--- config.mk ---
export PLATFORM = sky130hd
export DESIGN_NAME = circ_rot_seq
export DESIGN_NICKNAME = d
export VERILOG_FILES = /design/src/rtl/circ_rot_pkg.sv /design/src/rtl/circ_rot_step.sv /design/src/rtl/circ_rot_seq.sv
export SDC_FILE = /design/constraint.sdc
export NUM_CORES = 1
export LEC_CHECK = 0
export ABC_AREA = 0
export CORE_MARGIN = 5
export CORE_UTILIZATION = 35
export DETAILED_ROUTE_END_ITERATION = 8
export PLACE_DENSITY = 0.74
export SLEW_MARGIN = 20
export SYNTH_ARGS = -nofsm -noshare
export SYNTH_HDL_FRONTEND = slang
export SYNTH_HIERARCHICAL = 1
export SYNTH_SLANG_ARGS = --single-unit
--- constraint.sdc ---
create_clock -name clk -period 2 [get_ports clk]
set_input_delay 0.3 -clock clk [delete_from_list [all_inputs] [get_ports clk]]
set_output_delay 0.3 -clock clk [all_outputs]
set_load 0.005 [all_outputs]
--- src/rtl/circ_rot_pkg.sv ---
// circ_rot_pkg: shared state, direction and width constants for the sequential rotator
package circ_rot_pkg;
  typedef enum logic [1:0] {IDLE, SHIFT, DONE} rotState;
  localparam logic DIR_RIGHT = 1'b0;
  localparam logic DIR_LEFT = 1'b1;
  localparam int DEF_WIDTH = 8;
endpackage

--- src/rtl/circ_rot_step.sv ---
// circ_rot_step: combinational rotate by STEP positions, right (dir=0) or left (dir=1)
module circ_rot_step import circ_rot_pkg::*; #(
  parameter int WIDTH = DEF_WIDTH,
  parameter int STEP = 1
) (
  input  logic [WIDTH-1:0] word,
  input  logic             dir,
  output logic [WIDTH-1:0] rotated
);
  always_comb rotated = (dir == DIR_LEFT) ? {word[WIDTH-STEP-1:0], word[WIDTH-1:WIDTH-STEP]}
                                          : {word[STEP-1:0], word[WIDTH-1:STEP]};
endmodule

--- src/rtl/circ_rot_seq.sv ---
// circ_rot_seq: multi-cycle circular rotator with start/busy/done; CIRC_ROT_BARREL_EN selects single-cycle barrel
module circ_rot_seq import circ_rot_pkg::*; #(
  parameter int WIDTH = DEF_WIDTH,
  parameter int SHW = $clog2(WIDTH)
) (
  input  logic             clk,
  input  logic             rst_n,
  input  logic             start,
  input  logic             dir,
  input  logic [SHW-1:0]   amt,
  input  logic [WIDTH-1:0] din,
  output logic             busy,
  output logic             done,
  output logic [WIDTH-1:0] dout
);
  rotState state, nextState;
  logic [WIDTH-1:0] dataReg, dataNext, rotWord;
  logic [SHW-1:0] cnt, cntNext;
  logic dirReg, dirNext;
`ifdef CIRC_ROT_BARREL_EN
  logic [SHW:0][WIDTH-1:0] stage;
  logic [SHW-1:0][WIDTH-1:0] stepOut;
  assign stage[0] = dataReg;
  for (genvar k = 0; k < SHW; k++) begin : g_barrel
    circ_rot_step #(.WIDTH(WIDTH), .STEP(1 << k)) uStep (
      .word(stage[k]),
      .dir(dirReg),
      .rotated(stepOut[k])
    );
    assign stage[k+1] = cnt[k] ? stepOut[k] : stage[k];
  end
  assign rotWord = stage[SHW];
`else
  circ_rot_step #(.WIDTH(WIDTH), .STEP(1)) uStep (
    .word(dataReg),
    .dir(dirReg),
    .rotated(rotWord)
  );
`endif
  always_ff @(posedge clk) begin
    if (!rst_n) begin
      state <= IDLE;
      dataReg <= '0;
      cnt <= '0;
      dirReg <= DIR_RIGHT;
    end else begin
      state <= nextState;
      dataReg <= dataNext;
      cnt <= cntNext;
      dirReg <= dirNext;
    end
  end
  // IDLE and DONE both accept a new job, which gives back-to-back operation
  always_comb begin
    nextState = state;
    dataNext = dataReg;
    cntNext = cnt;
    dirNext = dirReg;
    if (state != SHIFT) begin
      nextState = start ? ((amt == '0) ? DONE : SHIFT) : IDLE;
      dataNext = start ? din : dataReg;
      cntNext = start ? amt : cnt;
      dirNext = start ? dir : dirReg;
    end else begin
      dataNext = rotWord;
`ifdef CIRC_ROT_BARREL_EN
      cntNext = '0;
      nextState = DONE;
`else
      cntNext = cnt - SHW'(1);
      nextState = (cnt == SHW'(1)) ? DONE : SHIFT;
`endif
    end
  end
  assign busy = (state == SHIFT);
  assign done = (state == DONE);
  assign dout = dataReg;
endmodule

==> out/metrics.yaml <==
power:
  p_leak_nw: 0.455
  power.density_nw_per_um2: 701
  peakVddDrop_v: 0.000375
placed_design:
  place_hpwl_mm: 1.42
  place.gp.congestion: 0.783
  port_buffers: 24
route:
  route.detailed.drc: 0
  wl_per_cell_um: 13.7
  wl_mm: 1.86
  drt-pass1-iter-count: 4
  drtAntennaViolNets: 0
  drt_iter0_drc: 11
  via_per_inst: 5.12
  num_vias: 696
setup_path:
  path_buf_inv: 2
  critPathTopFamily: "buffers and inverters"
  crit_slowest_cell: "clkdlybuf4s50_1"
  worstSetupEndpointType: "primary output"
  slowest_delay_ns: 0.51
  start_kind: "register"
  arrival_ns: 1.50
  critPathMaxFanout: 24
  path_cells: "nand2b_4 > inv_2 > clkdlybuf4s50_1"
  path_class: "reg -> out"
  crit_required_ns: 1.70
global_routing:
  grt_max_degree: 25
  grt_overflow: 0
  grt_util_all_layers: 0.118
  grt_pass1_wl_mm: 3.05
  antenna_found_initial: 0
  grt_pass1_vias: 665
timing:
  hold_violations: 0
  slew_headroom: 0.632
  skew_ns: 0.00246
  finalSetupViolations: 0
  period_share: 0.902
  max_freq_mhz: 554
  tightest_slew_ns: 0.552
  timing.setup.tns_ns: 0
  finalMaxSlewViolations: 0
  hold_slack_ns: 0.523
  finalCriticalPeriod_ns: 1.80
  rsz0062_at_grt: "false"
layout:
  final_common_cell: "clkdlybuf4s50_1"
  fill_cells: 224
  final_cell_mix: "clkdlybuf4s50_1 (24), dfxtp_1 (14), a211oi_1 (9)"
  nets: 126
  area_delta_synth_final_pct: 33.9
  seqCellArea_sq_um: 280
  drive_gt1_frac: 0.148
  num_antenna_cells: 0
  multiInputGateArea_sq_um: 465
clock_tree:
  cts_resized: 0
  clock_latency_ns: 0.28
  htreeDepth: 1
  cts_tree: "yes"
  hold_buffers: 0
  cts_max_path_buffers: 2
  clk_pin_slew_ns: 0.09
  cts_setup_buffers: 0
  cts.sink_count: 14
  root_buffer: "clkbuf_4"
  numCtsBuffers: 3
synth:
  yosys_warnings: 6
  synthCells: 85
  syn_area_per_cell_sq_um: 9.55
  synth_cell_types: 24
  yosysSeqAreaShare: 0.345
  syn_nets: 102
  ys_ff_latch: 14
  synth_area_sq_um: 812
die:
  initial_core_util: 0.367
  rows: 17
  core_area_sq_um: 2210
  die_x_um: 58.2
  ioPinCount: 25
  die_area_sq_um: 3380
  die-height_um: 58.2
worst_hold_path:
  hp-class: "reg -> reg"
run:
  drv_cap: 0
run_status:
  status: "complete, no violations"
==> cells in the mapped netlist (all sizes together) <==
cell type / instances / share of area
a211oi: 9 / 0.083
a21oi: 3 / 0.018
a31oi: 1 / 0.0077
and3: 1 / 0.0077
buf: 5 / 0.049
clkbuf: 1 / 0.0046
dfxtp: 14 / 0.35
ha: 2 / 0.031
inv: 6 / 0.028
mux2: 8 / 0.15
mux2i: 8 / 0.099
nand2: 3 / 0.014
nand2b: 1 / 0.017
nand3: 4 / 0.025
nor2: 7 / 0.032
nor2b: 3 / 0.023
nor3: 1 / 0.0062
o211a: 1 / 0.012
o211ai: 1 / 0.0092
o21ai: 4 / 0.025
or3: 2 / 0.015
==> power by group <==
group	total (W)	leakage (nW)	switching, W	internal, W
Combinational	0.000210	0.318	0.0000789	0.000131
Sequential	0.000343	0.116	0.0000346	0.000308
Clock	0.000210	0.0210	0.0000988	0.000111
Total	0.000762	0.455	0.000212	0.000550
==> layer usage <==
metal | share of wire | GRT usage | wire length, um
met1 | 0.46 | 0.149 | 853
met2 | 0.45 | 0.179 | 837
met3 | 0.081 | 0.0490 | 151
met4 | 0.011 | 0.0397 | 21
met5 | 0 | 0 | 0
==> registers in the layout, summed over array words and instances (netlist names) <==
| register | flops |
|---|---|
| state | 2 |
| dirReg | 1 |
| dout | 8 |
| cnt | 3 |
==> per-stage QoR <==
stage / utilization / instances / power, W / setup WS, ns / cell area [sq um]
after floorplan: - / 85 / 0.000470 / 0.923 / 812
after global placement: 0.475 / 132 / 0.000554 / 0.352 / 1050
after detailed placement: 0.475 / 132 / 0.000560 / 0.327 / 1050
after CTS: 0.492 / 136 / 0.000770 / 0.184 / 1090
after global routing: 0.492 / 136 / 0.000811 / 0.109 / 1090
final: 0.492 / 136 / 0.000762 / 0.195 / 1090
==> cell families (layout without fill, tap and decap cells) <==
family	after synthesis	in the layout	share of synthesized area
AND/OR/NAND/NOR	22	22	0.140
adder cells (fa/ha/maj)	2	2	0.0308
AO/OA/AOI/OAI	19	19	0.156
multiplexers	16	16	0.247
flip-flops	14	14	0.345
buffers and inverters	12	35	0.0817
==> worst paths after layout <==
check	slack [ns]	from	end	cells after the start
max	0.20	state[1]	busy	3
max reg2reg	0.66	dirReg	dout[5]	2
min reg2reg	0.52	cnt[0]	cnt[0]	1
min	0.52	cnt[0]	cnt[0]	1
==> final cells by class <==
cell class                 instances  area share
timing repair buffer              25       0.228
tap                               28      0.0322
inverter                           6      0.0207
multi-input combinational         59       0.428
sequential                        14       0.258
clock buffer                       4      0.0334
Power figures use the tool's default switching activity.
